`src/rtl/fetch_unit_if.sv`:
```
// Bundle of run/stall/redirect controls, the instruction-memory port and the IR-stage outputs.
// The master modport is the fetch unit's view; the slave modport is its environment.
interface fetch_unit_if;
  logic        Run;
  logic        Stall;
  logic        Redirect;
  logic [15:0] Target;
  logic        MemAck;
  logic [15:0] MemData;
  logic        MemReq;
  logic [15:0] MemAddr;
  logic [15:0] IRInput;
  logic        IRWrite;
  logic [15:0] fromPC;
  logic [15:0] PCcur;
  logic        Busy;

  modport master (
    input  Run, Stall, Redirect, Target, MemAck, MemData,
    output MemReq, MemAddr, IRInput, IRWrite, fromPC, PCcur, Busy
  );

  modport slave (
    output Run, Stall, Redirect, Target, MemAck, MemData,
    input  MemReq, MemAddr, IRInput, IRWrite, fromPC, PCcur, Busy
  );
endinterface

```
`src/rtl/fetch_unit.sv`:
```
// Instruction fetch unit: IDLE/FETCH/DELIVER sequencer that reads one word per request,
// hands it to the IR stage and tracks PC, redirects and squashed in-flight requests.
module fetch_unit (
  input  logic          CLK,
  input  logic          RESET_N,
  fetch_unit_if.master  bus
);

  typedef enum logic [1:0] {
    IDLE    = 2'd0,
    FETCH   = 2'd1,
    DELIVER = 2'd2
  } state_e;

  state_e      state_q, state_d;
  logic [15:0] pc_q, pc_d;
  logic [15:0] reqAddr_q, reqAddr_d;
  logic [15:0] pcCur_q, pcCur_d;
  logic [15:0] ir_q, ir_d;
  logic        squash_q, squash_d;
  logic        memReq;
  logic        irWrite;

  always_ff @(posedge CLK or negedge RESET_N) begin
    if (!RESET_N) begin
      state_q   <= IDLE;
      pc_q      <= 16'h0000;
      reqAddr_q <= 16'h0000;
      pcCur_q   <= 16'h0000;
      ir_q      <= 16'h0000;
      squash_q  <= 1'b0;
    end else begin
      state_q   <= state_d;
      pc_q      <= pc_d;
      reqAddr_q <= reqAddr_d;
      pcCur_q   <= pcCur_d;
      ir_q      <= ir_d;
      squash_q  <= squash_d;
    end
  end

  always_comb begin
    state_d  = state_q;
    pc_d     = pc_q;
    pcCur_d  = pcCur_q;
    ir_d     = ir_q;
    squash_d = squash_q;
    memReq   = 1'b0;
    irWrite  = 1'b0;

    case (state_q)
      IDLE: begin
        if (bus.Redirect) pc_d = bus.Target;
        if (bus.Run)      state_d = FETCH;
      end

      FETCH: begin
        memReq = 1'b1;
        if (bus.MemAck) begin
          squash_d = 1'b0;
          if (!squash_q && !bus.Redirect) begin
            ir_d    = bus.MemData;
            pcCur_d = pc_q;
            state_d = DELIVER;
          end
        end
        // A redirect with no ack this cycle leaves a stale request in flight to be discarded.
        if (bus.Redirect) begin
          pc_d = bus.Target;
          if (!bus.MemAck) squash_d = 1'b1;
        end
      end

      DELIVER: begin
        if (!bus.Stall) begin
          irWrite = 1'b1;
          pc_d    = bus.Redirect ? bus.Target : pc_q + 16'h0001;
          state_d = bus.Run ? FETCH : IDLE;
        end else if (bus.Redirect) begin
          pc_d    = bus.Target;
          state_d = FETCH;
        end
      end

      default: state_d = IDLE;
    endcase
  end

  // The request address is captured at request start so MemAddr never moves under an open request.
  always_comb begin
    reqAddr_d = reqAddr_q;
    if (state_d == FETCH && (state_q != FETCH || bus.MemAck)) reqAddr_d = pc_d;
  end

  assign bus.MemReq  = memReq;
  assign bus.MemAddr = reqAddr_q;
  assign bus.IRWrite = irWrite;
  assign bus.IRInput = ir_q;
  assign bus.PCcur   = pcCur_q;
  assign bus.fromPC  = pcCur_q + 16'h0001;
  assign bus.Busy    = (state_q != IDLE);

endmodule

```
`src/flat_wrapper.sv`:
```
// flat-port wrapper written by rule: the top's interface ports become plain ports
module fetch_unit_flat 
  (CLK, RESET_N, bus_Run, bus_Stall, bus_Redirect, bus_Target, bus_MemAck, bus_MemData, bus_MemReq, bus_MemAddr, bus_IRInput, bus_IRWrite, bus_fromPC, bus_PCcur, bus_Busy);
  fetch_unit_if bus_i ();
  input  logic CLK;
  input  logic RESET_N;
  input wire logic [$bits(bus_i.Run)-1:0] bus_Run;
  input wire logic [$bits(bus_i.Stall)-1:0] bus_Stall;
  input wire logic [$bits(bus_i.Redirect)-1:0] bus_Redirect;
  input wire logic [$bits(bus_i.Target)-1:0] bus_Target;
  input wire logic [$bits(bus_i.MemAck)-1:0] bus_MemAck;
  input wire logic [$bits(bus_i.MemData)-1:0] bus_MemData;
  output wire logic [$bits(bus_i.MemReq)-1:0] bus_MemReq;
  output wire logic [$bits(bus_i.MemAddr)-1:0] bus_MemAddr;
  output wire logic [$bits(bus_i.IRInput)-1:0] bus_IRInput;
  output wire logic [$bits(bus_i.IRWrite)-1:0] bus_IRWrite;
  output wire logic [$bits(bus_i.fromPC)-1:0] bus_fromPC;
  output wire logic [$bits(bus_i.PCcur)-1:0] bus_PCcur;
  output wire logic [$bits(bus_i.Busy)-1:0] bus_Busy;
  assign bus_i.Run = bus_Run;
  assign bus_i.Stall = bus_Stall;
  assign bus_i.Redirect = bus_Redirect;
  assign bus_i.Target = bus_Target;
  assign bus_i.MemAck = bus_MemAck;
  assign bus_i.MemData = bus_MemData;
  assign bus_MemReq = bus_i.MemReq;
  assign bus_MemAddr = bus_i.MemAddr;
  assign bus_IRInput = bus_i.IRInput;
  assign bus_IRWrite = bus_i.IRWrite;
  assign bus_fromPC = bus_i.fromPC;
  assign bus_PCcur = bus_i.PCcur;
  assign bus_Busy = bus_i.Busy;
  fetch_unit u_core (.CLK(CLK), .RESET_N(RESET_N), .bus(bus_i));
endmodule
```
`config.mk`:
```
export PLATFORM = sky130hd
export DESIGN_NAME = fetch_unit_flat
export DESIGN_NICKNAME = d
export VERILOG_FILES = /design/src/rtl/fetch_unit_if.sv /design/src/rtl/fetch_unit.sv /design/src/flat_wrapper.sv
export SDC_FILE = /design/constraint.sdc
export NUM_CORES = 1
export LEC_CHECK = 0
export CORE_MARGIN = 5
export CORE_UTILIZATION = 35
export CTS_BUF_LIST = sky130_fd_sc_hd__clkbuf_4 sky130_fd_sc_hd__clkbuf_8 sky130_fd_sc_hd__clkbuf_16
export CTS_CLUSTER_DIAMETER = 120
export DETAILED_ROUTE_END_ITERATION = 6
export PLACE_DENSITY = 0.6
export SYNTH_ARGS = -nofsm -noshare
export SYNTH_HDL_FRONTEND = slang
export SYNTH_SLANG_ARGS = --single-unit
```
`constraint.sdc`:
```
create_clock -name CLK -period 2.7 [get_ports CLK]
set_clock_uncertainty 0.1 [all_clocks]
set_input_delay 0.27 -clock CLK [delete_from_list [all_inputs] [get_ports CLK]]
set_output_delay 0.27 -clock CLK [all_outputs]
set_load 0.01 [all_outputs]
```
==> impl_results.md, run 1 <==
- FF+latch count, synth: 67
- Pint: 0.00360 W
- Setup crit start kind: flop
- Post-Place Setup Slack: 190 ps
- Post-synthesis sequential area ratio: 48.5%
- Post-synth EDFFs: 0
- Endpoint type of the worst setup path: output pin
- Antenna violations before repair: 0
- Drt pass-1 iters: 5
- Post-synth cell types: 49
- Worst-Margin Slew: 506 ps
- GP Congestion: 0.870
- Antenna cells: 0
- Max VDD drop: 0.000540 V
- Final wirelength: 9.14 mm
- Slew margin rel.: 66.0%
- Share of cells above drive strength 1: 21.3%
- Crit path buf inv count: 2
- HP Class: in -> async
- Fin worst setup slack: 175 ps
- Post-Syn Area: 0.00346 mm²
- CP max-delay cell: or3b_1
- NetSw: 0.00190 W
- Most common cell after layout, fill and taps aside: clkdlybuf4s50_1
- Syn Inst Count: 319
- Kind of critical path: reg -> out
- CTS tree: built
- Worst EP arrival: 2150 ps
- Critical path peak fanout: 10
- Area growth syn-to-layout: 43.2%
- Number of global-route vias before repair: 2982
- Ys Warns: 0
- Fin crit share: 93.5%
- Status: completed
- Avg Inst Size Synth: 10.8 µm²
- Clk network pwr share: 16.8%
- Die X-Extent: 109 µm
- DRT antenna net count: 0
- Rows: 36
- Largest net degree at the start of global routing: 55
- Root buf cell: clkbuf_8
- Met2 WL post-DR: 4.35 mm
- Delay-heaviest family, CP: buffers and inverters
- Starting density of the core: 35.7%
- CP max stage delay: 560 ps
- Vias: 2899
- Primary FF master, synth: dfrtp_1
- Leak: 1.97 nW
- Syn Nets: 359
- PD cells: 1110 mW/mm²
- Die height: 109 µm
- Ys async rst share: 100%
- FMAX: 0.396 GHz
- Max layer used: met4
- Simple-Gate Fraction of Synth Area: 16.8%
- RSZ-0062 raised after global routing: no
- Core Box Area: 0.00968 mm²
- Fin. Hold Viols: 0
- Max-Cap Viols: 0
- Sw frac: 34.5%
- Crit path cell chain: or3b_1 > inv_2 > clkdlybuf4s50_1
- Met3 wire len: 543 µm
- Comb power frac: 48.3%
- Grt ovf: 0
- Post-Route M1 WL: 4.15 mm
- Final setup violation count: 0
- Clock Latency Late Sink: 340 ps
- Reg clk slew, reported paths: 70 ps
- Post-synthesis xor/xnor area fraction: 3.80%
- Setup TNS: 0 ps
- Die area: 0.0120 mm²
- Clk sinks: 67
- DR WL/cell: 16.0 µm
- CTS buffer count: 9
- H-tree Lvls: 3
- Final min period: 2520 ps
- Max clock buf depth: 2
- Final Max Slew Viols: 0
- Initial drt markers: 114
- Gr usage total: 16.1%
- First-pass GRT wire length: 14.8 mm
- Largest family of logic cells by synthesized area: multiplexers
- DRC viols: 0
- Adder-cell share of the synthesized area: 0.724%
- IO Port Bufs: 104
- Most frequent cells in the layout: clkdlybuf4s50_1 (98), dfrtp_1 (64), mux2_2 (46)
- CP required: 2330 ps
- DP Wirelength: 6.88 mm
- Num ports: 105
- Nets@finish: 472
- Post-DR vias/cell: 5.09
- Register share of total power: 34.9%
- Post-synthesis mux area share: 17.3%
- Compound-Gate Fraction of Synth Area: 9.99%
==> cells in the mapped netlist (4+ instances only) <==
| cell | count | area share (%) |
|---|---|---|
| dfrtp_1 | 67 | 49 |
| nand2_1 | 17 | 1.8 |
| nor2_1 | 26 | 2.8 |
| clkbuf_1 | 8 | 0.87 |
| xor2_1 | 4 | 1.0 |
| nand2b_1 | 7 | 1.3 |
| inv_1 | 4 | 0.43 |
| nand4_1 | 6 | 1.1 |
| o22ai_1 | 6 | 1.1 |
| mux2i_1 | 7 | 2.0 |
| and3_1 | 4 | 0.72 |
| o21ai_0 | 7 | 1.0 |
| mux2_2 | 46 | 15 |
| a21oi_1 | 16 | 2.3 |
| nor3_1 | 14 | 2.0 |
| xnor2_1 | 11 | 2.8 |
| buf_2 | 7 | 1.0 |
| nand3_1 | 12 | 1.7 |
==> stage by stage <==
stage	cell area, µm²	utilization (%)	hold WS (ps)	power [W]	instances
2_1_floorplan	3460	-	-126	0.00314	319
6_report	4950	51.1	265	0.00550	570
5_1_grt	4950	51.1	280	0.00588	570
3_3_place_gp	4680	48.3	98.6	0.00458	551
3_5_place_dp	4680	48.3	104	0.00462	551
4_1_cts	4940	51.0	259	0.00558	570
==> what timing repair did <==
item,in CTS,in global routing
setup endpoints to repair,4,3
gates resized for setup,6,6
buffers inserted,2,0
hold endpoints to repair,13,0
hold buffers,1,0
==> flip-flops by register name (all words and copies together), names as in the netlist <==
name	cells
u_core.state_q	2
u_core.bus.PCcur	16
u_core.squash_q	1
u_core.bus.MemAddr	16
u_core.bus.IRInput	16
u_core.pc_q	16
==> power by group through the flow <==
stage	Combinational, W	Sequential (W)	Clock [W]
final	0.00265	0.00192	0.000923
after global routing	0.00287	0.00200	0.00100
after CTS	0.00271	0.00192	0.000947
after detailed placement	0.00268	0.00194	0
after global placement	0.00266	0.00192	0
after floorplan	0.00115	0.00199	0
==> layout make-up <==
type	instances	area, µm²
Sequential cell	67	1680
Multi-Input combinational cell	230	1700
Tap cell	133	166
Inverter	5	18.8
Clock inverter	6	88.8
Timing Repair Buffer	119	1170
Clock buffer	10	131
Fill cell	913	4730
==> per-layer routing <==
layer,vias up,GRT usage [%]
li1,1385,-
met1,1419,22.3
met5,-,0
met2,86,24.9
met4,0,4.36
met3,9,4.29
==> final timing paths <==
check,startpoint,end,slack (ps),depth (start not counted)
setup / recovery,u_core.state_q[1],bus_IRWrite,180,3
hold / removal,RESET_N,u_core.bus.IRInput[2],270,2
setup reg to reg,u_core.pc_q[0],u_core.bus.MemAddr[14],450,6
hold reg to reg,u_core.bus.MemAddr[12],u_core.bus.MemAddr[12],410,1
max in group asynchronous,RESET_N,u_core.bus.PCcur[3],1620,3
min in group CLK,u_core.bus.MemAddr[12],u_core.bus.MemAddr[12],410,1
==> cell families after synthesis <==
kind of cell / count (synthesis)
fa+ha+maj: 2
mux: 54
xor+xnor: 15
flops: 67
simple gates: 107
compound gates: 52
buf+inv: 22
Power figures use the tool's default switching activity.
==> run 2: changes to the inputs <==
CTS_CLUSTER_DIAMETER = not set   (was 120)
REMOVE_ABC_BUFFERS = 1   (was not set)
==> run 2 against run 1 <==
Against the previous run: wire length down 3.6%; via count decreased by 2.4%; hold slack better by 140 ps; critical endpoint is now bus_fromPC[12]; global-route usage shrank 1.0 points; core utilization fell by 0.52 points; clock power is 4.8% lower; combinational power about the same; largest cell class unchanged; sequential share of layout area rose by 0.27 points; die area unchanged.
==> impl_results.md, run 2 (same netlist as run 1, synthesis figures left out) <==
- Vias: 2828 (was 2899)
- Final min period: 2640 ps (was 2520 ps)
- Fin crit share: 97.7% (was 93.5%)
- Number of global-route vias before repair: 2757 (was 2982)
- Status: completed (unchanged)
- Nets@finish: 468 (was 472)
- Drt pass-1 iters: 4 (was 5)
- DP Wirelength: 6.69 mm (was 6.88 mm)
- First-pass GRT wire length: 14.2 mm (was 14.8 mm)
- DRT antenna net count: 0 (unchanged)
- Die area: 0.0120 mm² (unchanged)
- Most common cell after layout, fill and taps aside: clkdlybuf4s50_1 (unchanged)
- Root buf cell: clkbuf_8 (unchanged)
- Die X-Extent: 109 µm (unchanged)
- Area growth syn-to-layout: 41.8% (was 43.2%)
- Kind of critical path: reg -> out (unchanged)
- Final setup violation count: 0 (unchanged)
- Leak: 1.93 nW (was 1.97 nW)
- Rows: 36 (unchanged)
- Most frequent cells in the layout: clkdlybuf4s50_1 (102), dfrtp_1 (67), mux2_2 (46) (was clkdlybuf4s50_1 (98), dfrtp_1 (64), mux2_2 (46))
- CTS tree: built (unchanged)
- Critical path peak fanout: 4 (was 10)
- Share of cells above drive strength 1: 19.3% (was 21.3%)
- Clock Latency Late Sink: 340 ps (about the same)
- CTS buffer count: 9 (unchanged)
- Fin worst setup slack: 62.0 ps (was 175 ps)
- Fin. Hold Viols: 0 (unchanged)
- HP Class: reg -> reg (was in -> async)
- IO Port Bufs: 104 (unchanged)
- GP Congestion: 0.842 (was 0.870)
- Grt ovf: 0 (unchanged)
- Max clock buf depth: 2 (unchanged)
- Gr usage total: 15.1% (was 16.1%)
- Worst EP arrival: 2270 ps (was 2150 ps)
- FMAX: 0.379 GHz (was 0.396 GHz)
- Setup crit start kind: flop (unchanged)
- Endpoint type of the worst setup path: output pin (unchanged)
- Antenna cells: 0 (unchanged)
- RSZ-0062 raised after global routing: yes (was no)
- Die height: 109 µm (unchanged)
- Final wirelength: 8.81 mm (was 9.14 mm)
- Final Max Slew Viols: 0 (unchanged)
- Num ports: 105 (unchanged)
- CP required: 2330 ps (about the same)
- Initial drt markers: 161 (was 114)
- Max VDD drop: 0.000395 V (was 0.000540 V)
- DR WL/cell: 15.6 µm (was 16.0 µm)
- DRC viols: 0 (unchanged)
- PD cells: 1110 mW/mm² (about the same)
- Reg clk slew, reported paths: 70 ps (about the same)
- Worst-Margin Slew: 773 ps (was 506 ps)
- H-tree Lvls: 3 (unchanged)
- Largest net degree at the start of global routing: 35 (was 55)
- Clk sinks: 67 (unchanged)
- Core Box Area: 0.00968 mm² (unchanged)
- Post-DR vias/cell: 5.01 (was 5.09)
- Starting density of the core: 35.7% (unchanged)
- Fin util: 50.6% (was 51.1%)
- Max-Cap Viols: 0 (unchanged)
- Post-Place Setup Slack: 271 ps (was 190 ps)
- Slew margin rel.: 48.5% (was 66.0%)
- Antenna violations before repair: 0 (unchanged)
run 2: changes by cell type in the layout (fill, tap and decap cells not counted), moves of 2 or more:
cell and change:
buf_4 -5, clkdlybuf4s50_1 +4, dfrtp_1 +3, dfrtp_2 -3
clkinvlp_4 -2, dlygate4sd2_1 -2, dlymetal6s2s_1 -2
run 2: report_power, final:
part,leakage [nW],total (W),internal (W),switching (W)
registers,0.786,0.00192,0.00146,0.000457
clock network,0.106,0.000879,0.000529,0.000350
logic,1.04,0.00264,0.00160,0.00104
run 2: layout make-up:
class	instances	area [µm²]
fillers	925	4780
multi-input cells	230	1690
flip-flops and latches	67	1680
repair buffers	115	1150
well taps	133	166
clock buffers	11	139
clock inverters	3	65.1
inverters	5	18.8
run 2: timing repair:
action	4_1_cts	5_1_grt
hold buffers	1	0
buffers inserted	0	1
setup endpoints to repair	2	4
endpoints found under the hold margin	32	0
gates resized for setup	1	2
run 2: final timing paths:
check                      slack [ps]                     end                  start  depth (start not counted)
min in group asynchronous         460   u_core.bus.IRInput[6]                RESET_N                          2
max in group asynchronous        1400          u_core.pc_q[6]                RESET_N                          3
hold / removal                    400   u_core.bus.MemAddr[8]  u_core.bus.MemAddr[8]                          1
setup reg to reg                  470  u_core.bus.MemAddr[12]         u_core.pc_q[0]                          6
hold reg to reg                   400   u_core.bus.MemAddr[8]  u_core.bus.MemAddr[8]                          1
setup / recovery                   60          bus_fromPC[12]    u_core.bus.PCcur[0]                          7
run 2: layer usage:
layer / share of wire, % / global-route usage (%) / up-vias
li1: - / - / 1374
met1: 47 / 21.2 / 1373
met2: 47 / 23.8 / 73
met3: 4.0 / 2.23 / 8
met4: 1.4 / 5.08 / 0
met5: 0 / 0 / -
run 2: per-stage QoR:
step	area [µm²]	cells	hold WS (ps)	total power, W	TNS [ps]
after floorplan	3380	302	-126	0.00310	0
after global placement	4670	548	292	0.00456	0
after detailed placement	4670	548	293	0.00461	0
after CTS	4890	563	412	0.00551	0
after global routing	4900	564	422	0.00579	-119
final	4900	564	403	0.00544	0
run 2: worst max-delay path, stage by stage (launching register included):
cell and delay, ps:
dfrtp_1 400, ha_2 220, nand2_1 50, or2_2 310, nor2_2 150, nand3_1 110
xnor2_1 140, clkdlybuf4s50_1 550
==> run 3: changes to the inputs <==
CORE_MARGIN = 1   (was 5)
==> run 3 against run 2 <==
Against the previous run: global-route usage is 2.6 points higher; register-to-register slack worse by 30 ps; sequential power hardly changed; non-clock buffer count is 6 higher; setup slack better by 57 ps; critical endpoint is now bus_fromPC[8].
==> impl_results.md, run 3 (same netlist as run 1, synthesis figures left out) <==
- Status: completed (unchanged)
- Final wirelength: 8.40 mm (was 8.81 mm)
- Worst-Margin Slew: 437 ps (was 773 ps)
- Leak: 1.96 nW (was 1.93 nW)
- H-tree Lvls: 3 (unchanged)
- HP Class: in -> async (was reg -> reg)
- Grt ovf: 0 (unchanged)
- Antenna violations before repair: 0 (unchanged)
- Worst r2r src: u_core.pc_q[0] (unchanged)
- Kind of critical path: reg -> out (unchanged)
- Clk sinks: 67 (unchanged)
- Worst R2R Path Depth: 6 (unchanged)
- PD cells: 1080 mW/mm² (was 1110 mW/mm²)
- RSZ-0062 raised after global routing: yes (unchanged)
- Final min period: 2580 ps (was 2640 ps)
- Endpoint type of the worst setup path: output pin (unchanged)
- Post-DR vias/cell: 4.99 (was 5.01)
- IO Port Bufs: 104 (unchanged)
- DP Wirelength: 6.39 mm (was 6.69 mm)
- DRC viols: 0 (unchanged)
- Core Box Area: 0.00942 mm² (was 0.00968 mm²)
- Fin worst setup slack: 119 ps (was 62.0 ps)
- Most common cell after layout, fill and taps aside: clkdlybuf4s50_1 (unchanged)
- Post-Place Setup Slack: 196 ps (was 271 ps)
- Root buf cell: clkbuf_8 (unchanged)
- CTS tree: built (unchanged)
- FF-to-FF setup slack: 440 ps (was 470 ps)
- Max-Cap Viols: 0 (unchanged)
- Fin util: 52.0% (was 50.6%)
- Reg clk slew, reported paths: 70 ps (about the same)
- DR WL/cell: 14.8 µm (was 15.6 µm)
- Initial drt markers: 154 (was 161)
- Final setup violation count: 0 (unchanged)
- Largest net degree at the start of global routing: 32 (was 35)
- First-pass GRT wire length: 13.9 mm (was 14.2 mm)
- Max VDD drop: 0.000705 V (was 0.000395 V)
- Vias: 2834 (was 2828)
- CP required: 2330 ps (about the same)
- Die height: 101 µm (was 109 µm)
- Max clock buf depth: 2 (unchanged)
- Drt pass-1 iters: 4 (unchanged)
- FMAX: 0.387 GHz (was 0.379 GHz)
- Final Max Slew Viols: 0 (unchanged)
- Number of global-route vias before repair: 2739 (was 2757)
- Slew margin rel.: 70.9% (was 48.5%)
- Gr usage total: 17.7% (was 15.1%)
- Die X-Extent: 101 µm (was 109 µm)
- Rows: 35 (was 36)
- Die area: 0.0103 mm² (was 0.0120 mm²)
- Antenna cells: 0 (unchanged)
- CTS buffer count: 9 (unchanged)
- DRT antenna net count: 0 (unchanged)
- Area growth syn-to-layout: 41.6% (was 41.8%)
- Starting density of the core: 36.7% (was 35.7%)
- Num ports: 105 (unchanged)
- Setup crit start kind: flop (unchanged)
- Critical path peak fanout: 6 (was 4)
- Nets@finish: 474 (was 468)
- Share of cells above drive strength 1: 21.0% (was 19.3%)
- Fin. Hold Viols: 0 (unchanged)
- Worst EP arrival: 2210 ps (was 2270 ps)
- GP Congestion: 0.840 (was 0.842)
- Most frequent cells in the layout: clkdlybuf4s50_1 (101), dfrtp_1 (67), mux2_2 (46) (was clkdlybuf4s50_1 (102), dfrtp_1 (67), mux2_2 (46))
- Clock Latency Late Sink: 340 ps (about the same)
- FF-to-FF End: u_core.bus.MemAddr[12] (unchanged)
- Fin crit share: 95.6% (was 97.7%)
## run 3: worst max-delay path by stage
stage	startpoint	endpoint	slack (ps)	cells after the start
final	u_core.bus.PCcur[3]	bus_fromPC[8]	120	5
after global routing	u_core.bus.PCcur[3]	bus_fromPC[10]	-9	5
after CTS	u_core.bus.PCcur[0]	bus_fromPC[12]	30	7
after detailed placement	bus_Redirect	u_core.bus.MemAddr[13]	200	6
after global placement	bus_Redirect	u_core.bus.MemAddr[13]	220	6
after floorplan	u_core.state_q[1]	u_core.bus.IRInput[0]	300	3
## run 3: where the power goes
part | total (W) | internal, W | switching [W]
registers | 0.00190 | 0.00146 | 0.000438
logic | 0.00269 | 0.00163 | 0.00106
clock network | 0.000706 | 0.000335 | 0.000371
total | 0.00529 | 0.00343 | 0.00187
## run 3: layout make-up
class                   count  area (µm²)
flip-flops and latches     67        1680
clock buffers              10         131
well taps                 129         161
clock inverters             6        32.5
multi-input cells         230        1700
fillers                   869        4520
repair buffers            121        1170
inverters                   5        18.8
## run 3: through the flow
stage / setup TNS [ps] / instance area, µm² / hold WS (ps) / std cells / total power [W]
final: 0 / 4890 / 218 / 568 / 0.00529
after global routing: -13.2 / 4890 / 240 / 568 / 0.00567
after CTS: 0 / 4850 / 213 / 565 / 0.00532
after detailed placement: 0 / 4660 / 49.2 / 547 / 0.00458
after global placement: 0 / 4660 / 46.7 / 547 / 0.00454
after floorplan: 0 / 3380 / -126 / 302 / 0.00310
## run 3: worst max-delay path, stage by stage, from the launching register on
cell and delay [ps]:
dfrtp_1 450, nand3_1 190, or2_2 390, nor2_1 140, xor2_1 160, clkdlybuf4s50_1 550
## run 3: layer usage
metal | part of all wire (%) | GRT usage (%) | wire length (µm)
met5 | 0 | 0 | 0
met4 | 1.2 | 7.13 | 97
met3 | 3.5 | 3.17 | 292
met2 | 47 | 27.1 | 3940
met1 | 48 | 24.7 | 4070
## run 3: timing repair
| action | 4_1_cts | 5_1_grt |
|---|---|---|
| resized for setup | 2 | 5 |
| hold endpoints to repair | 9 | 0 |
| setup endpoints to repair | 3 | 5 |
| hold buffers | 1 | 0 |
| buffers inserted | 1 | 3 |
==> RTL change 1, RTL diff (config.mk and constraints of run 2) <==
The 3 states of `state_e` get a one-hot encoding in 3 bits.
--- a/src/rtl/fetch_unit.sv
+++ b/src/rtl/fetch_unit.sv
@@ -7,8 +7,8 @@
 );
 
-  typedef enum logic [1:0] {
-    IDLE    = 2'd0,
-    FETCH   = 2'd1,
-    DELIVER = 2'd2
+  typedef enum logic [2:0] {
+    IDLE    = 3'b001,
+    FETCH   = 3'b010,
+    DELIVER = 3'b100
   } state_e;
 
Function: same outputs for any inputs over 4 cycles, from zero or initial values and one cycle with RESET_N low; so few cycles prove little.
==> RTL change 1 against run 2 <==
Synthesized area increased by 4.7%; final area increased by 4.2%; wire length increased by 11%; setup slack improved by 0.083 ns; global-route usage increased by 0.69 points; power increased by 3.1%; die area increased by 4.3%; cell count increased by 5.1%; synthesized cell count increased by 5.3%; sequential cell count increased by 1.
==> RTL change 1: results (changes against run 2) <==
CP startpoint = u_core.state_q[1]
Area after DPL = 4840 sq um (+3.6%)
Vias in the first global route = 3160 (+15%)
Via count = 3098 (+9.5%)
Hpwl dp = 7160 microns (+6.9%)
Syn Area/Cell = 10.8 sq um (-0.56%)
Final core occ = 50.1% (-0.46 points)
Pint = 0.00348 W (-3.1%)
Reg-to-Reg End = u_core.bus.MemAddr[11]
Vias per cell = 5.22 (+4.2%)
Global-route wire length before repair = 16000 microns (+13%)
Fin nets = 492 (+5.1%)
Non-clk buf share = 23.9% (+0.42 points)
Fill cell count = 939 (+1.5%)
Met3 WL = 641 microns (+84%)
Routing usage on met3 = 3.70% (+1.5 points)
Initial DRC Count = 259 (+61%)
Share of layout cells above drive strength 1 = 13.3% (-5.9 points)
Met2 wire len = 4310 microns (+3.6%)
Wire length per cell = 16.4 microns (+5.2%)
Outcome = finished, final reports clean
Tap Cells = 136 (+2.3%)
Worst Path Max Fanout = 11 (+7)
Clock power share = 15.2% (-1.0 points)
Synth cell types = 62 (+27%)
Met2 global-route usage = 24.4% (+0.54 points)
HP Class = in2async
GR Util All Layers = 15.8% (+0.69 points)
Non-CTS inverters = 11 (+6)
Final RePlAce weighted congestion = 0.873 (+3.6%)
Placed cells = 572 (+4.4%)
Peak supply drop = 0.446 mV (+13%)
RTL change 1: changes by cell type after synthesis, moves of 4 or more:
cell	delta
nor2b_1	+6
nor2_1	-5
mux2_1	+38
nor3_1	-5
o221a_2	+4
inv_1	+5
clkbuf_1	-7
and4_1	+4
mux2_2	-42
o22ai_1	-5
buf_6	+5
nand3_1	+6
mux2i_1	-6
RTL change 1: timing repair:
| item | 4_1_cts | 5_1_grt |
|---|---|---|
| endpoints found under the setup margin | 5 | 5 |
| setup buffers | 4 | 0 |
| hold buffers | 1 | 0 |
| hold endpoints to repair | 24 | 0 |
| gates resized for setup | 0 | 8 |
| gates cloned | 0 | 0 |
RTL change 1: kinds of logic (layout without fill, tap and decap cells):
kind of cell / count (synthesis) / after routing / share of synthesized area (%)
mux: 44 / 44 / 13.7
simple gates: 115 / 115 / 18.2
flops: 68 / 68 / 47.0
xor+xnor: 17 / 17 / 4.11
fa+ha+maj: 2 / 2 / 0.691
buf+inv: 30 / 151 / 4.56
compound gates: 60 / 60 / 11.7
==> RTL change 2, RTL diff (config.mk and constraints of run 2) <==
Without the edit above. `pc_q`, `reqAddr_q` and `ir_q` no longer have a reset.
--- a/src/rtl/fetch_unit.sv
+++ b/src/rtl/fetch_unit.sv
@@ -25,17 +25,17 @@
     if (!RESET_N) begin
       state_q   <= IDLE;
-      pc_q      <= 16'h0000;
-      reqAddr_q <= 16'h0000;
       pcCur_q   <= 16'h0000;
-      ir_q      <= 16'h0000;
       squash_q  <= 1'b0;
     end else begin
       state_q   <= state_d;
-      pc_q      <= pc_d;
-      reqAddr_q <= reqAddr_d;
       pcCur_q   <= pcCur_d;
-      ir_q      <= ir_d;
       squash_q  <= squash_d;
     end
+  end
+
+  always_ff @(posedge CLK) begin
+    pc_q      <= pc_d;
+    reqAddr_q <= reqAddr_d;
+    ir_q      <= ir_d;
   end
 
Formal check against the unedited RTL: not equivalent (a bounded check fails within 4 cycles, from zero or initial values and one cycle with RESET_N low).
==> RTL change 2 against run 2 <==
Wire length fell by 4.6%; die area shrank 9.3%; combinational power fell by 26%; critical path depth decreased by 4; sequential cell count unchanged; synthesized area shrank 10%; power down 16%; final area down 7.4%; setup slack better by 0.13 ns; via count shrank 9.1%; largest power group unchanged.
==> RTL change 2: results (changes against run 2) <==
Peak supply drop = 0.359 mV (-9.0%)
Initial DRC Count = 107 (-34%)
HP Class = in2async
Post-synth top cells = 32 x edfxtp_1, 22 x o21ai_0, 19 x dfrtp_1
Post-synth ARST share = 28.4% (-72 points)
Reg2Reg Depth = 4 (-2)
Fin nets = 427 (-8.8%)
GR Util All Layers = 15.7% (+0.66 points)
Vias in the first global route = 2508 (-9.0%)
Largest net degree at the start of global routing = 20 (-43%)
Top cells by area, synth = edfxtp_1 31%, dfrtp_1 15%, dfxtp_1 10%, mux2_2 4.7%, o21ai_0 3.5%
Outcome = finished, final reports clean
Sequential fraction of the synthesis area = 56.6% (+8.1 points)
Worst Path Max Fanout = 13 (+9)
Synth cell types = 47 (-4.1%)
Fill cell count = 783 (-15%)
Wire length per cell = 16.8 microns (+7.6%)
Worst EP arrival = 2.14 ns (-0.13 ns)
Later-pin clock latency in the skew report = 0.35 ns
Final RePlAce weighted congestion = 0.789 (-6.4%)
CP max stage cell = or3b_1
Share of layout cells above drive strength 1 = 13.5% (-5.7 points)
Via count = 2571 (-9.1%)
Global-route wire length before repair = 13600 microns (-4.0%)
Post-synth EDFFs = 32 (+32)
Ys Warns = 0 (unchanged)
H-tree depth = 3 (unchanged)
Diode count = 0 (unchanged)
Delay of the slowest critical-path stage = 0.57 ns (+0.02 ns)
Cts bufs inserted = 9 (unchanged)
Hpwl dp = 6400 microns (-4.4%)
Area after DPL = 4290 sq um (-8.2%)
Pleak = 1.70 nW (-12%)
Worst slew pin tran = 0.846 ns (+0.0730 ns)
[RTL change 2: cell types whose count changed after synthesis, sizes merged, moves of 6 or more]
cell	run 2	this run
dfrtp	67	19
dfxtp	0	16
edfxtp	0	32
mux2	47	13
nand3b	1	7
nor2	26	7
nor3	14	6
o21ai	9	22
[RTL change 2: path summary, 6_finish.rpt]
path                                   startpoint               endpoint  slack [ns]
worst max-delay path            u_core.state_q[0]            bus_IRWrite        0.19
worst min-delay path                      RESET_N   u_core.bus.PCcur[12]        0.30
worst max register to register  u_core.state_q[0]  u_core.bus.MemAddr[7]        0.57
worst min register to register     u_core.pc_q[6]    u_core.bus.PCcur[6]        0.42
max in group asynchronous                 RESET_N    u_core.bus.PCcur[2]        1.62
min in group CLK                   bus_MemData[1]  u_core.bus.IRInput[1]        0.36
[RTL change 2: cell type report]
| type | count | area share, % |
|---|---|---|
| sequential | 67 | 38.8 |
| multi-input combinational | 184 | 28.0 |
| timing repair buffer | 117 | 25.2 |
| tap | 108 | 2.98 |
| clock buffer | 10 | 2.90 |
| clock inverter | 6 | 1.49 |
| inverter | 8 | 0.662 |
[RTL change 2: power by group]
| part | leakage [nW] | switching [W] | internal (W) |
|---|---|---|---|
| Clock | 0.0959 | 0.000400 | 0.000438 |
| Sequential | 0.658 | 0.000353 | 0.00145 |
| Combinational | 0.948 | 0.000867 | 0.00109 |
| Total | 1.70 | 0.00162 | 0.00297 |
[RTL change 2: worst max-delay path: cells and delay by family, from the launching register on]
kind	cells	cell delay, ns
buffers and inverters	2	0.69
DFF	1	0.52
and+or+nand+nor	1	0.57
[RTL change 2: timing repair]
action | 4_1_cts | 5_1_grt
resized for setup | 0 | 10
setup buffers | 0 | 1
hold buffers | 0 | 0
setup endpoints to repair | 4 | 7
pin swaps | 0 | 3
[RTL change 2: per-layer routing]
| layer | vias to the layer above | part of all wire [%] | track usage [%] |
|---|---|---|---|
| met2 | 120 | 42 | 22.7 |
| li1 | 1246 | - | - |
| met3 | 11 | 7.7 | 5.21 |
| met4 | 0 | 1.9 | 6.57 |
| met5 | - | 0 | 0 |
| met1 | 1194 | 48 | 21.6 |
[RTL change 2: kinds of logic (layout without fill, tap and decap cells)]
family	after synthesis	count (layout)	synth area share, %
flops	67	67	56.6
fa+ha+maj	2	2	0.806
buf+inv	24	141	3.63
mux	15	15	5.36
xor+xnor	20	20	5.65
compound gates	65	65	12.7
simple gates	82	82	15.3
[RTL change 2: metrics by stage]
stage / std cells / utilization, % / worst slack, ns
6_report: 500 / 52.3 / 0.194
3_3_place_gp: 483 / 49.4 / 0.312
4_1_cts: 499 / 51.7 / -0.103
5_1_grt: 500 / 52.3 / 0.0364
3_5_place_dp: 483 / 49.4 / 0.287
2_1_floorplan: 259 / - / -0.0556
